### config.mk
export PLATFORM = sky130hd
export DESIGN_NAME = exec_stage
export DESIGN_NICKNAME = d
export VERILOG_FILES = /design/src/rtl/exec_pkg.sv /design/src/rtl/alu16.sv /design/src/rtl/vDFF.sv /design/src/rtl/exec_stage.sv
export SDC_FILE = /design/constraint.sdc
export NUM_CORES = 1
export LEC_CHECK = 0
export CAP_MARGIN = 25
export CELL_PAD_IN_SITES_DETAIL_PLACEMENT = 1
export CELL_PAD_IN_SITES_GLOBAL_PLACEMENT = 2
export CORE_MARGIN = 2
export CORE_UTILIZATION = 37
export DETAILED_ROUTE_END_ITERATION = 10
export PLACE_DENSITY_LB_ADDON = 0.1
export SLEW_MARGIN = 20
export SYNTH_ARGS = -nofsm -noshare
export SYNTH_HDL_FRONTEND = slang
export SYNTH_SLANG_ARGS = --single-unit
### constraint.sdc
create_clock -name clk -period 7.43 [get_ports clk]
set_clock_uncertainty 0.05 [all_clocks]
set_input_delay 0.743 -clock clk [delete_from_list [all_inputs] [get_ports clk]]
set_output_delay 0.743 -clock clk [all_outputs]
set_load 0.01 [all_outputs]
### src/rtl/exec_pkg.sv
// -----------------------------------------------------------------------------
// exec_pkg
// Shared definitions for the execute sequencer:
//   - ALU opcode and shift-mode encodings (match the 2-bit instruction fields)
//   - FSM state encoding
//   - Status bit positions within the 3-bit {Z, N, V} status word
//   - Packed layout of the latched instruction
// -----------------------------------------------------------------------------
package exec_pkg;

    typedef enum logic [1:0] {
        ALU_ADD = 2'b00,
        ALU_SUB = 2'b01,
        ALU_AND = 2'b10,
        ALU_MVN = 2'b11
    } alu_op_e;

    typedef enum logic [1:0] {
        SH_NONE = 2'b00,
        SH_LSL  = 2'b01,
        SH_LSR  = 2'b10,
        SH_ASR  = 2'b11
    } shift_e;

    typedef enum logic [2:0] {
        S_IDLE   = 3'd0,
        S_LOAD_A = 3'd1,
        S_LOAD_B = 3'd2,
        S_EXEC   = 3'd3,
        S_WB     = 3'd4
    } state_e;

    // Bit positions inside status = {Z, N, V}
    localparam int ST_Z = 2;
    localparam int ST_N = 1;
    localparam int ST_V = 0;

    // Instruction fields captured when start is accepted
    typedef struct packed {
        logic [1:0] alu_op;
        logic [1:0] shift;
        logic [2:0] rn;
        logic [2:0] rm;
        logic [2:0] rd;
        logic       wb_en;
    } instr_t;

endpackage

### src/rtl/alu16.sv
// -----------------------------------------------------------------------------
// alu16
// Combinational shifter + ALU. B is first shifted to B', then combined with A.
// Ports:
//   a, b    - W-bit operands
//   shift   - 00 none, 01 LSL1, 10 LSR1, 11 ASR1 (applied to b)
//   alu_op  - 00 ADD, 01 SUB (a - b'), 10 AND, 11 MVN (~b')
//   result  - W-bit result (modulo 2^W)
//   status  - {Z, N, V}; V only meaningful for ADD/SUB, zero otherwise
// -----------------------------------------------------------------------------
module alu16
    import exec_pkg::*;
#(
    parameter int W = 16
) (
    input  logic [W-1:0] a,
    input  logic [W-1:0] b,
    input  logic [1:0]   shift,
    input  logic [1:0]   alu_op,
    output logic [W-1:0] result,
    output logic [2:0]   status
);

    logic [W-1:0] b_sh;
    logic         ovf;

    always_comb begin
        case (shift)
            SH_LSL:  b_sh = {b[W-2:0], 1'b0};
            SH_LSR:  b_sh = {1'b0, b[W-1:1]};
            SH_ASR:  b_sh = {b[W-1], b[W-1:1]};
            default: b_sh = b;
        endcase
    end

    always_comb begin
        result = '0;
        ovf    = 1'b0;
        case (alu_op)
            ALU_ADD: begin
                result = a + b_sh;
                // Same-sign operands producing a different-sign sum
                ovf = (a[W-1] == b_sh[W-1]) && (result[W-1] != a[W-1]);
            end
            ALU_SUB: begin
                result = a - b_sh;
                // Different-sign operands where the sign of A is not preserved
                ovf = (a[W-1] != b_sh[W-1]) && (result[W-1] != a[W-1]);
            end
            ALU_AND: result = a & b_sh;
            default: result = ~b_sh;
        endcase
    end

    always_comb begin
        status       = '0;
        status[ST_Z] = (result == '0);
        status[ST_N] = result[W-1];
        status[ST_V] = ovf;
    end

endmodule

### src/rtl/vDFF.sv
// -----------------------------------------------------------------------------
// vDFF
// Generic N-bit D flip-flop bank with asynchronous active-high reset to zero.
// Ports:
//   clk   - rising-edge clock
//   reset - asynchronous active-high reset (q -> 0)
//   d     - next-state input
//   q     - registered output
// -----------------------------------------------------------------------------
module vDFF #(
    parameter int N = 1
) (
    input  logic         clk,
    input  logic         reset,
    input  logic [N-1:0] d,
    output logic [N-1:0] q
);

    always_ff @(posedge clk or posedge reset) begin
        if (reset) begin
            q <= '0;
        end else begin
            q <= d;
        end
    end

endmodule

### src/rtl/exec_stage.sv
// -----------------------------------------------------------------------------
// exec_stage
// Multi-cycle execute sequencer driving an 8xW register file.
// Sequence: IDLE -> LOAD_A (A <- Rn) -> LOAD_B (B <- Rm) -> EXEC (C, status)
//           -> WB (done; optional Rd <- C) -> IDLE.
// Ports:
//   clk, reset        - clock, asynchronous active-high reset
//   start             - request, sampled only in IDLE
//   alu_op, shift     - operation and B shift mode (captured on accept)
//   rn, rm, rd, wb_en - sources, destination, write-back enable (captured)
//   rf_data_out       - register file combinational read data
//   rf_readnum        - register file read select
//   rf_writenum       - register file write select
//   rf_write          - register file write enable
//   rf_data_in        - register file write data (always C)
//   busy, done        - not-IDLE flag, one-cycle completion pulse in WB
//   result, status    - C and {Z, N, V}
// All outputs are decoded from registered state only.
// -----------------------------------------------------------------------------
module exec_stage
    import exec_pkg::*;
#(
    parameter int W = 16
) (
    input  logic         clk,
    input  logic         reset,
    input  logic         start,
    input  logic [1:0]   alu_op,
    input  logic [1:0]   shift,
    input  logic [2:0]   rn,
    input  logic [2:0]   rm,
    input  logic [2:0]   rd,
    input  logic         wb_en,
    input  logic [W-1:0] rf_data_out,
    output logic [2:0]   rf_readnum,
    output logic [2:0]   rf_writenum,
    output logic         rf_write,
    output logic [W-1:0] rf_data_in,
    output logic         busy,
    output logic         done,
    output logic [W-1:0] result,
    output logic [2:0]   status
);

    logic [2:0]   state_q, state_d;
    instr_t       instr_q, instr_d;
    logic [W-1:0] a_q, a_d;
    logic [W-1:0] b_q, b_d;
    logic [W-1:0] c_q, c_d;
    logic [2:0]   status_q, status_d;
    logic [W-1:0] alu_result;
    logic [2:0]   alu_status;
    logic         accept;

    assign accept = (state_q == S_IDLE) && start;

    // ---------------- next-state logic ----------------
    always_comb begin
        state_d = S_IDLE;
        case (state_q)
            S_IDLE:   state_d = start ? S_LOAD_A : S_IDLE;
            S_LOAD_A: state_d = S_LOAD_B;
            S_LOAD_B: state_d = S_EXEC;
            S_EXEC:   state_d = S_WB;
            S_WB:     state_d = S_IDLE;
            default:  state_d = S_IDLE;
        endcase
    end

    // ---------------- register next values ----------------
    always_comb begin
        instr_d  = instr_q;
        a_d      = a_q;
        b_d      = b_q;
        c_d      = c_q;
        status_d = status_q;
        if (accept) begin
            instr_d.alu_op = alu_op;
            instr_d.shift  = shift;
            instr_d.rn     = rn;
            instr_d.rm     = rm;
            instr_d.rd     = rd;
            instr_d.wb_en  = wb_en;
        end
        if (state_q == S_LOAD_A) a_d = rf_data_out;
        if (state_q == S_LOAD_B) b_d = rf_data_out;
        if (state_q == S_EXEC) begin
            c_d      = alu_result;
            status_d = alu_status;
        end
    end

    // ---------------- state and datapath registers ----------------
    vDFF #(.N(3))               u_state  (.clk(clk), .reset(reset), .d(state_d),  .q(state_q));
    vDFF #(.N($bits(instr_t)))  u_instr  (.clk(clk), .reset(reset), .d(instr_d),  .q(instr_q));
    vDFF #(.N(W))               u_a      (.clk(clk), .reset(reset), .d(a_d),      .q(a_q));
    vDFF #(.N(W))               u_b      (.clk(clk), .reset(reset), .d(b_d),      .q(b_q));
    vDFF #(.N(W))               u_c      (.clk(clk), .reset(reset), .d(c_d),      .q(c_q));
    vDFF #(.N(3))               u_status (.clk(clk), .reset(reset), .d(status_d), .q(status_q));

    alu16 #(.W(W)) u_alu (
        .a      (a_q),
        .b      (b_q),
        .shift  (instr_q.shift),
        .alu_op (instr_q.alu_op),
        .result (alu_result),
        .status (alu_status)
    );

    // ---------------- Moore outputs ----------------
    always_comb begin
        rf_readnum = 3'd0;
        case (state_q)
            S_LOAD_A: rf_readnum = instr_q.rn;
            S_LOAD_B: rf_readnum = instr_q.rm;
            default:  rf_readnum = 3'd0;
        endcase
    end

    assign busy        = (state_q != S_IDLE);
    assign done        = (state_q == S_WB);
    assign rf_write    = done && instr_q.wb_en;
    assign rf_writenum = rf_write ? instr_q.rd : 3'd0;
    assign rf_data_in  = c_q;
    assign result      = c_q;
    assign status      = status_q;

endmodule

# == After elaboration in Yosys (flattened, before gate mapping) ==
# Cells that the tools add are included.
# op_classes
mux,7
eq_ne,13
bitwise,2
reduce_logical,8
n_addsub,2
# ops
op,count
$pmux 16 s3,2
$add 16x16->16,1
$and 16x16->16,1
$logic_not 16->1,1
$not 16->16,1
$sub 16x16->16,1
$pmux 3 s4,1
$eq 2x2->1 const B,3
$eq 3x2->1 const B,2
$pmux 3 s2,1
$eq 2x1->1 const B,2
$logic_and 1x1->1,4
$eq 3x1->1 const B,1
$eq 3x3->1 const B,1
$logic_not 3->1,1
$mux 3,1
$ne 1x1->1,3
$reduce_bool 3->1,1
$logic_not 2->1,1
$pmux 1 s2,1
$eq 1x1->1,1
$mux 1,1
# totals
wordCells,38
input_bits,33
output_inout_bits,44
regBits,68

# == Depth between registers and ports, before layout ==
# Gate-level depths: netlist (run 1).
# depth
word_depth,6
mapped_depth,16

# == By module ==
# From an unflattened synthesis (run 1), not the netlist that was laid out.
# hier_totals
cells_unflattened,555
area_unflattened_um2,5464.0
# modules_own_cells
mod,instances,cells_per_inst,area_each_um2
alu16,1,368,2633.8
vDFF (u_a ...),3,17,404.1
exec_stage,1,113,1106.1
vDFF (u_instr),1,15,354.1
vDFF (u_state ...),2,4,78.8

# == Worst setup path after synthesis (run 1) ==
# OpenSTA, ideal clock, no wires.
# synth_path
kind,register to register
start,register u_instr.q[10]
end,register u_status.q[2]
arrival_ps,3497
t_required_ps,7252
path_slack_ps,3755
stages_incl_launch_ff,17
setup_ps,128
n_path_buf,2
path_cell_list,dfrtp_1 > buf_2 > buf_2 > mux2i_1 > nor2_1 > a21oi_1 > inv_1 > ha_1 > a21o_1 > a2111oi_4 > nor2_2 > a2111oi_0 > o21bai_1 > xnor2_1 > mux4_2 > nand4_1 > o31ai_2
# synth_via
elab_chain_cells,5
word_cells_on_any_way,10
# synth_lines
element,line,source
from (decl),vDFF.sv:16,output logic [N-1:0] q
from (signal assigned),vDFF.sv:21,q <= '0;
from (signal assigned),vDFF.sv:23,q <= d;
$eq 2x2->1 / $eq 2x1->1 (equally long branches),alu16.sv:28,case (shift)
$pmux 16 s3 *,alu16.sv:28,
"$sub 16x16->16, or another cell as far along",alu16.sv:46,result = a - b_sh;
$pmux 16 s3 *,alu16.sv:39,case (alu_op)
$logic_not 16->1 *,alu16.sv:57,status[ST_Z] = (result == '0);
to (signal assigned),vDFF.sv:21,
to (signal assigned),vDFF.sv:23,
to (decl),vDFF.sv:16,
# Mark *: on every way between the ends. The rest lies on a longest branch, timed or not.
# A chain may end at the register's enable or synchronous reset.

# == Worst setup path after layout (run 1) ==
# Ends and elaborated chain as after synthesis.

==> results of run 1 <==
[cell usage after synthesis (8+ instances only)]
cell type / count
dfrtp_1: 67
nand2_1: 45
mux2_2: 44
o21ai_0: 43
ha_1: 35
inv_1: 34
a21oi_1: 29
nor2_1: 22
buf_4: 17
mux2i_1: 17
clkbuf_1: 15
xnor2_1: 10
a211oi_1: 8
[critical path, cell delays in order (launching register included)]
cell	delay, ns
dfrtp_1	0.85
mux2i_1	0.16
o21ai_0	0.45
ha_1	0.41
and4_1	0.28
a2111oi_4	0.40
nor2_2	0.09
a2111oi_0	0.39
o21bai_1	0.16
xnor2_1	0.15
mux4_2	0.47
nand4_1	0.12
o31ai_2	0.06
[state kept, by name, indices dropped and copies added (netlist names)]
name / flops
u_state.q: 3
u_b.q: 16
u_status.q: 3
u_a.q: 16
u_instr.q: 14
u_c.q: 15
[layer usage]
layer	vias to the layer above	track usage (%)	routed length (um)
met2	98	30.3	6000
met3	9	3.71	759
met4	0	6.40	173
met5	-	0	0
met1	1987	27.3	6510
li1	1966	-	-
[logic make-up after synthesis]
family	count (synthesis)
AOI/OAI and AO/OA	137
and+or+nand+nor	126
buffers and inverters	76
muxes	67
DFF	67
adders and majority gates	37
xor gates and xnor gates	14
[final timing paths]
check	slack [ns]	cells past startpoint	endpoint
hold reg to reg	0.44	2	u_status.q[2]
min in group asynchronous	0.93	3	u_instr.q[8]
setup / recovery	3.25	12	u_status.q[2]
hold / removal	0.44	2	u_status.q[2]
max in group asynchronous	5.85	3	u_instr.q[0]
setup reg to reg	3.25	12	u_status.q[2]
[per-stage QoR]
step | std cells | instance area [um^2] | util, % | setup slack [ns] | hold WS [ns]
2_1_floorplan | 524 | 4990 | - | 3.76 | 0.423
3_3_place_gp | 740 | 5790 | 43.9 | 3.30 | 0.427
3_5_place_dp | 740 | 5790 | 43.9 | 3.29 | 0.437
4_1_cts | 755 | 6140 | 46.5 | 3.24 | 0.450
5_1_grt | 755 | 6140 | 46.5 | 2.81 | 0.478
6_report | 755 | 6140 | 46.5 | 3.25 | 0.441
[area by class of cell]
cell class              count  area share [%]
well taps                 176            3.59
clock buffers              11            4.12
clock inverters             4            1.59
multi-input cells         381            48.2
flip-flops and latches     67            27.3
repair buffers             82            13.1
inverters                  34            2.08
==> qor.tcl, run 1 <==
set qor(outcome) {finished clean}
set qor(clock_buffer_depth) 2
set qor(tritoncts_clock_tree) {yes}
set qor(critPathKind) {reg2reg}
set qor(hold_viol) 0
set qor(clock_latency_ns) 0.34
set qor(synthDominantCellAreaShare_pct) 33.6
set qor(synth.net_count) 594
set qor(final.fill_count) 1511
set qor(yosys_warnings) 0
set qor(final_common_cell) {clkdlybuf4s50_1}
set qor(synth.cell_area_um2) 4990
set qor(synth-seq-area-share_pct) 33.6
set qor(grt_pass1_wl_um) 21800
set qor(dominant_combinational_cell_family_by_area_after_synthesis) {compound AO/OA/AOI/OAI gates}
set qor(global_route.overflow_total) 0
set qor(route.detailed.wl_per_inst_um) 17.8
set qor(worstSetupStartpointType) {flip-flop}
set qor(cts_setup_buffers) 0
set qor(gpl.final_weighted_congestion) 0.779
set qor(design.core.area_um2) 13200
set qor(synthDominantAreaCellType) {dfrtp_1}
set qor(syn_avg_cell_area_um2) 9.52
set qor(regArea_um2) 1680
set qor(rows) 42
set qor(clkSlewWorstSetupHoldPaths_ns) 0.06
set qor(slew_headroom_pct) 43.3
set qor(netlist-cell-type-count) 67
set qor(timing_worst_slew_pin_value_ns) 0.851
set qor(worst-endpoint-arrival_ns) 4.35
set qor(initial_core_util_pct) 37.8
set qor(synthTopCellsByArea) {dfrtp_1, mux2_2, ha_1}
set qor(endpoint_kind) {flip-flop}
set qor(antenna-diode-count) 0
set qor(finalNetCount) 645
set qor(worst-path-max-fanout) 17
set qor(rr_startpoint) {u_instr.q[10]}
set qor(final_hpwl_from_detailed_placement_um) 10200
set qor(drt_iter0_markers) 145
set qor(grt_pass1_vias) 4122
set qor(cts.htree.levels) 3
set qor(synthToLayoutAreaGrowth_pct) 23.0
set qor(cp.required_ns) 7.60
set qor(crit_path_start) {u_instr.q[10]}
set qor(groute.usage.overall_pct) 19.5
set qor(first_pass_iters) 4
set qor(multi_input_gate_area_um2) 2960
set qor(synth_area_in_compound_gates_pct) 18.4
set qor(cts_root_buf) {clkbuf_16}
set qor(final_min_period_over_clock_period_pct) 56.2
set qor(dieHeight_um) 120
set qor(floorplan.die_area_um2) 14400
set qor(dieWidth_um) 120
set qor(detailroute.via_count) 4060
set qor(report.final.setup_viol) 0
set qor(ys.flop_type) {dfrtp_1}
set qor(cts.sinks) 67
set qor(post_synth_fa_ha_maj_area_fraction_pct) 9.58
set qor(detail_route.vias_per_cell) 5.38
set qor(maxSlewViolCount) 0
set qor(port-buffer-count) 76
set qor(routed_wirelength_um) 13400
set qor(max-cap-violations) 0
set qor(synth_seq_cells) 67
set qor(layout_common_cells) {clkdlybuf4s50_1, dfrtp_1, nand2_1, mux2_2, o21ai_0}
set qor(ant_nets) 0
set qor(postSynth.asyncResetShare_pct) 100
set qor(synth-edff-count) 0
set qor(synth_cells) 524
set qor(hold_path.class) {reg2reg}
set qor(min-delay-start) {u_status.q[2]}
set qor(postCtsResizedCells) 0
set qor(grt_antenna_before_repair) 1
set qor(post-route-min-period_ns) 4.18
set qor(grt_max_degree) 68
set qor(finalSetupTns_ns) 0
set qor(drive_gt1_share_pct) 15.4
set qor(simple_gate_area_share_of_the_yosys_netlist_pct) 13.0
set qor(synthXorXnorAreaFrac_pct) 2.46
set qor(holdBufCountCts) 0
set qor(remaining_drc_errors) 0
set qor(fmax_ghz) 0.239
set qor(tritoncts_buffers) 9
set qor(synth_mux_area_share_pct) 15.7
set qor(ioPinCount) 77
set qor(rsz0062_at_grt) {no}
Power of run 1 is not shown: default switching activity piles up to over one toggle a cycle in this logic, so the estimate is an artifact.
==> inputs of run 2 (changes only) <==
--- a/config.mk
+++ b/config.mk
@@ -9,7 +9,7 @@
 export CELL_PAD_IN_SITES_DETAIL_PLACEMENT = 1
 export CELL_PAD_IN_SITES_GLOBAL_PLACEMENT = 2
 export CORE_MARGIN = 2
-export CORE_UTILIZATION = 37
+export CORE_UTILIZATION = 34
 export DETAILED_ROUTE_END_ITERATION = 10
 export PLACE_DENSITY_LB_ADDON = 0.1
 export SLEW_MARGIN = 20
==> constraint.sdc (replaced) <==
create_clock -name clk -period 4.2 [get_ports clk]
set_clock_uncertainty 0.05 [all_clocks]
set_input_delay 0.42 -clock clk [delete_from_list [all_inputs] [get_ports clk]]
set_output_delay 0.42 -clock clk [all_outputs]
set_load 0.01 [all_outputs]
==> qor.tcl, run 2 (synthesis results as in run 1) <==
set qor(min-delay-start) {u_status.q[2]}
set qor(timing_worst_slew_pin_value_ns) 0.821 ;# -0.0303 ns
set qor(port-buffer-count) 76 ;# unchanged
set qor(cts_root_buf) {clkbuf_16}
set qor(remaining_drc_errors) 0 ;# unchanged
set qor(rr_startpoint) {u_instr.q[11]}
set qor(worst-path-max-fanout) 17 ;# unchanged
set qor(tritoncts_clock_tree) {yes}
set qor(final_common_cell) {clkdlybuf4s50_1}
set qor(final_design_area_no_fill_um2) 6220 ;# +1.4%
set qor(cts.sinks) 67 ;# unchanged
set qor(crit-reg2reg-capture) {u_status.q[2]}
set qor(hold_viol) 0 ;# unchanged
set qor(report.final.setup_viol) 0 ;# unchanged
set qor(floorplan.die_area_um2) 15700 ;# +8.5%
set qor(critPathKind) {reg2reg}
set qor(global_route.overflow_total) 0 ;# unchanged
set qor(hold_path.class) {reg2reg}
set qor(hold_path_end) {u_status.q[2]}
set qor(finalNetCount) 658 ;# +2.0%
set qor(post-route-min-period_ns) 3.85 ;# -0.325 ns
set qor(route.detailed.wl_per_inst_um) 17.9 ;# +0.25%
set qor(final_hpwl_from_detailed_placement_um) 10900 ;# +7.0%
set qor(cts.htree.levels) 3 ;# unchanged
set qor(endpoint_kind) {flip-flop}
set qor(ioPinCount) 77 ;# unchanged
set qor(grt_max_degree) 41 ;# -40%
set qor(routed_wirelength_um) 13900 ;# +3.2%
set qor(maxSlewViolCount) 0 ;# unchanged
set qor(synthToLayoutAreaGrowth_pct) 24.7
set qor(rows) 44 ;# +4.8%
set qor(max-cap-violations) 0 ;# unchanged
set qor(placed_area_um2) 5900 ;# +1.9%
set qor(slew_headroom_pct) 45.2 ;# +1.9 points
set qor(grt_pass1_vias) 4264 ;# +3.4%
set qor(worstSetupStartpointType) {flip-flop}
set qor(min_delay_path_depth) 2 ;# unchanged
set qor(first_pass_iters) 4 ;# unchanged
set qor(worst-endpoint-arrival_ns) 4.03 ;# -0.32 ns
set qor(largestRegisters) {u_a.q (16), u_b.q (16), u_c.q (15)}
set qor(cts_setup_buffers) 0 ;# unchanged
set qor(clock_latency_ns) 0.35 ;# about the same
set qor(tritoncts_buffers) 9 ;# unchanged
set qor(detailroute.via_count) 4127 ;# +1.7%
set qor(detail_route.vias_per_cell) 5.31 ;# -1.2%
set qor(whs_ns) 0.439 ;# -0.00224 ns
set qor(antenna-diode-count) 0 ;# unchanged
set qor(groute.usage.overall_pct) 18.7 ;# -0.79 points
set qor(holdBufCountCts) 0 ;# unchanged
set qor(final_min_period_over_clock_period_pct) 91.8 ;# +36 points
set qor(clock_buffer_depth) 2 ;# unchanged
set qor(gpl.final_weighted_congestion) 0.828 ;# +6.3%
set qor(ant_nets) 0 ;# unchanged
set qor(grt_antenna_before_repair) 1 ;# unchanged
set qor(initial_core_util_pct) 34.6 ;# -3.2 points
set qor(clkSlewWorstSetupHoldPaths_ns) 0.06 ;# about the same
set qor(dieHeight_um) 125 ;# +4.2%
set qor(rsz0062_at_grt) {no}
set qor(worst-r2r-cell-count) 13 ;# +1
set qor(dieWidth_um) 125 ;# +4.2%
set qor(regToRegSetupSlack_ns) 0.35 ;# -2.91 ns
set qor(drt_iter0_markers) 125 ;# -14%
set qor(drive_gt1_share_pct) 17.5 ;# +2.2 points
set qor(grt_pass1_wl_um) 23200 ;# +6.2%
set qor(outcome) {finished clean}
set qor(fmax_ghz) 0.259 ;# +8.4%
set qor(finalSetupTns_ns) 0 ;# unchanged
set qor(design.core.area_um2) 14400 ;# +9.4%
set qor(cp.required_ns) 4.38 ;# -3.22 ns
set qor(layout_common_cells) {clkdlybuf4s50_1, dfrtp_1, nand2_1, mux2_2, o21ai_0}
==> run 2: what timing repair did <==
item	4_1_cts	5_1_grt
hold endpoints to repair	0	0
setup endpoints to repair	0	2
gates resized for setup	0	1
==> run 2: worst max path at each step <==
stage / from / endpoint / slack, ns / depth (start not counted)
4_1_cts: u_instr.q[10] / u_status.q[2] / 0.24 / 14
2_1_floorplan: u_instr.q[10] / u_status.q[2] / 0.53 / 16
3_3_place_gp: u_instr.q[10] / u_status.q[2] / 0.36 / 14
6_report: u_instr.q[11] / u_status.q[2] / 0.35 / 13
5_1_grt: u_instr.q[11] / u_status.q[2] / 0.04 / 13
3_5_place_dp: u_instr.q[10] / u_status.q[2] / 0.23 / 14
==> run 2: area by class of cell <==
class                           count  area (um^2)
Fill cell                        1605         8200
Multi-Input combinational cell    381         2960
Sequential cell                    67         1680
Timing Repair Buffer               95          903
Tap cell                          184          230
Clock buffer                        9          225
Inverter                           34          128
Clock inverter                      7          100
==> run 2: stage by stage <==
stage / util [%] / cells / worst slack [ns]
final: 43.1 / 777 / 0.346
after global routing: 43.1 / 777 / 0.0440
after CTS: 43.1 / 777 / 0.237
after detailed placement: 40.9 / 761 / 0.233
after global placement: 40.9 / 761 / 0.360
after floorplan: - / 524 / 0.525
==> run 2: layer usage <==
metal  global-route usage (%)  up-vias  wire, um
li1                         -     2002         -
met1                     26.5     2019      7040
met2                     29.7       96      5970
met3                     3.64       10       725
met4                     4.31        0       133
met5                        0        -         0
==> run 2: worst max-delay path, stage by stage (launching register included) <==
cell       delay (ns)
dfrtp_1          0.57
buf_4            0.28
a21oi_1          0.23
inv_1            0.07
ha_1             0.37
a21o_1           0.25
a2111oi_4        0.44
nor2_2           0.09
a2111oi_0        0.44
o21bai_1         0.15
xnor2_1          0.14
mux4_2           0.47
nand4_1          0.12
o31ai_2          0.06
Power of run 2 is left out for the same reason.
==> inputs of run 3 (changes only) <==
--- a/config.mk
+++ b/config.mk
@@ -8,9 +8,11 @@
 export CAP_MARGIN = 25
 export CELL_PAD_IN_SITES_DETAIL_PLACEMENT = 1
 export CELL_PAD_IN_SITES_GLOBAL_PLACEMENT = 2
+export CORE_ASPECT_RATIO = 0.9
 export CORE_MARGIN = 2
 export CORE_UTILIZATION = 34
 export DETAILED_ROUTE_END_ITERATION = 10
+export GPL_TIMING_DRIVEN = 0
 export PLACE_DENSITY_LB_ADDON = 0.1
 export SLEW_MARGIN = 20
 export SYNTH_ARGS = -nofsm -noshare
==> qor.tcl, run 3 (synthesis results as in run 1) <==
set qor(ioPinCount) 77 ;# unchanged
set qor(groute.usage.overall_pct) 18.0 ;# -0.68 points
set qor(global_route.overflow_total) 0 ;# unchanged
set qor(initial_core_util_pct) 35.3 ;# +0.65 points
set qor(cts_root_buf) {clkbuf_16}
set qor(largestRegisters) {u_a.q (16), u_b.q (16), u_c.q (15)}
set qor(worst-path-max-fanout) 12 ;# -5
set qor(hold_path.class) {in2async}
set qor(first_pass_iters) 4 ;# unchanged
set qor(cts.sinks) 67 ;# unchanged
set qor(routed_wirelength_um) 13800 ;# -0.22%
set qor(critPathKind) {reg2reg}
set qor(placed_area_um2) 6020 ;# +2.0%
set qor(clock_latency_ns) 0.33 ;# -0.02 ns
set qor(layout.cells.non_filler) 810 ;# +4.2%
set qor(grt_pass1_wl_um) 22500 ;# -3.0%
set qor(final_common_cell) {clkdlybuf4s50_1}
set qor(outcome) {finished clean}
set qor(regToRegSetupSlack_ns) 0.28 ;# -0.06 ns
set qor(postLayoutSetupSlackWorst_ns) 0.284 ;# -0.0619 ns
set qor(remaining_drc_errors) 0 ;# unchanged
set qor(rows) 41 ;# -6.8%
set qor(grt_antenna_before_repair) 1 ;# unchanged
set qor(max-cap-violations) 0 ;# unchanged
set qor(route.detailed.wl_per_inst_um) 17.1 ;# -4.3%
set qor(ant_nets) 0 ;# unchanged
set qor(worst-endpoint-arrival_ns) 4.11 ;# +0.08 ns
set qor(clkSlewWorstSetupHoldPaths_ns) 0.06 ;# about the same
set qor(synthToLayoutAreaGrowth_pct) 27.7
set qor(antenna-diode-count) 0 ;# unchanged
set qor(floorplan.die_area_um2) 15700 ;# about the same
set qor(rsz0062_at_grt) {no}
set qor(timing_worst_slew_pin_value_ns) 0.714 ;# -0.107 ns
set qor(clock_buffer_depth) 2 ;# unchanged
set qor(dieWidth_um) 132 ;# +5.2%
set qor(final_design_area_no_fill_um2) 6370 ;# +2.4%
set qor(cts.htree.levels) 3 ;# unchanged
set qor(grt_pass1_vias) 4249 ;# -0.35%
set qor(dp_worst_setup_slack_ns) -0.171 ;# -0.404 ns
set qor(endpoint_kind) {flip-flop}
set qor(tritoncts_buffers) 9 ;# unchanged
set qor(drt_iter0_markers) 76 ;# -39%
set qor(final.fill_count) 1629 ;# +1.5%
set qor(slew_headroom_pct) 52.2 ;# +7.0 points
set qor(fmax_ghz) 0.255 ;# -1.6%
set qor(gpl.final_weighted_congestion) 0.812 ;# -2.0%
set qor(maxSlewViolCount) 0 ;# unchanged
set qor(worstSetupStartpointType) {flip-flop}
set qor(final_min_period_over_clock_period_pct) 93.2 ;# +1.5 points
set qor(final_hpwl_from_detailed_placement_um) 11200 ;# +3.0%
set qor(detailroute.via_count) 4150 ;# +0.56%
set qor(detail_route.vias_per_cell) 5.12 ;# -3.5%
set qor(report.final.setup_viol) 0 ;# unchanged
set qor(hold_viol) 0 ;# unchanged
set qor(drive_gt1_share_pct) 18.3 ;# +0.78 points
set qor(layout_common_cells) {clkdlybuf4s50_1, dfrtp_1, nand2_1, mux2_2, o21ai_0}
set qor(tritoncts_clock_tree) {yes}
set qor(critical_path.slowest_cell) {mux4_2}
set qor(finalNetCount) 682 ;# +3.6%
set qor(cp_cell_sequence) {buf_2 -> buf_2 -> a22o_1 -> ha_1 -> inv_1 -> fa_1 -> nor2b_2 -> a21bo_2 -> xor2_1 -> mux4_2 -> and3b_1 -> nand4_1 -> and4b_1 -> nand4_1 -> o31ai_2}
set qor(design.core.area_um2) 14200 ;# -1.8%
set qor(port-buffer-count) 76 ;# unchanged
set qor(cp.required_ns) 4.39 ;# about the same
set qor(post_place_cells) 794 ;# +4.3%
set qor(dieHeight_um) 119 ;# -5.0%
set qor(grt_max_degree) 36 ;# -12%
set qor(cpPeakStageDelay_ns) 0.50 ;# -0.07 ns
set qor(post-route-min-period_ns) 3.92 ;# +0.0619 ns
-- run 3: cell types whose count changed in the layout (fill, tap and decap cells not counted), moves of 2 or more --
cell,previous run,this run
clkbuf_1,0,15
nor3b_2,2,0
a21oi_1,29,27
nor3b_1,3,5
inv_6,2,0
buf_2,0,6
buf_6,0,2
a21oi_2,2,4
-- run 3: critical path: cells and delay by family, from the launching register on --
family                     cells  cell delay, ns
buffers and inverters          3            0.56
muxes                          1            0.50
DFF                            1            0.48
xor gates and xnor gates       1            0.07
and+or+nand+nor                5            0.95
AOI/OAI and AO/OA              3            0.57
adders and majority gates      2            0.63
-- run 3: final timing paths --
kind / startpoint / end / depth (start not counted)
worst max-delay path: u_instr.q[11] / u_status.q[2] / 15
worst min register to register: u_status.q[0] / u_status.q[0] / 2
worst max register to register: u_instr.q[11] / u_status.q[2] / 15
worst min-delay path: reset / u_a.q[12] / 2
min in group clk: u_status.q[0] / u_status.q[0] / 2
max in group asynchronous: reset / u_instr.q[11] / 3
-- run 3: area by class of cell --
| class | count | area, um^2 | area share [%] |
|---|---|---|---|
| Multi-Input combinational cell | 381 | 2960 | 46.5 |
| Sequential cell | 67 | 1680 | 26.3 |
| Timing Repair Buffer | 78 | 788 | 12.4 |
| Buffer | 41 | 244 | 3.83 |
| Clock buffer | 11 | 243 | 3.81 |
| Tap cell | 193 | 241 | 3.79 |
| Inverter | 34 | 130 | 2.04 |
| Clock inverter | 5 | 86.3 | 1.36 |
-- run 3: metal layers --
layer,vias to the layer above,global-route usage [%],part of all wire (%)
li1,2041,-,-
met1,2003,25.0,50
met2,96,28.9,44
met3,10,3.83,4.9
met4,0,4.08,0.87
met5,-,0,0
-- run 3: what timing repair did --
| action | 4_1_cts | 5_1_grt |
|---|---|---|
| gates cloned | 0 | 0 |
| endpoints found under the hold margin | 0 | 0 |
| hold buffers | 0 | 0 |
| pin swaps | 0 | 1 |
| setup buffers | 0 | 1 |
| setup endpoints to repair | 1 | 2 |
| resized for setup | 2 | 8 |
-- run 3: per-stage QoR --
step	util, %	TNS [ns]	hold slack [ns]
2_1_floorplan	-	0	0.423
3_3_place_gp	42.3	-0.0672	0.430
3_5_place_dp	42.5	-0.171	0.428
4_1_cts	44.8	0	0.417
5_1_grt	45.0	0	0.433
6_report	45.0	0	0.403
Power of run 3 is left out for the same reason.
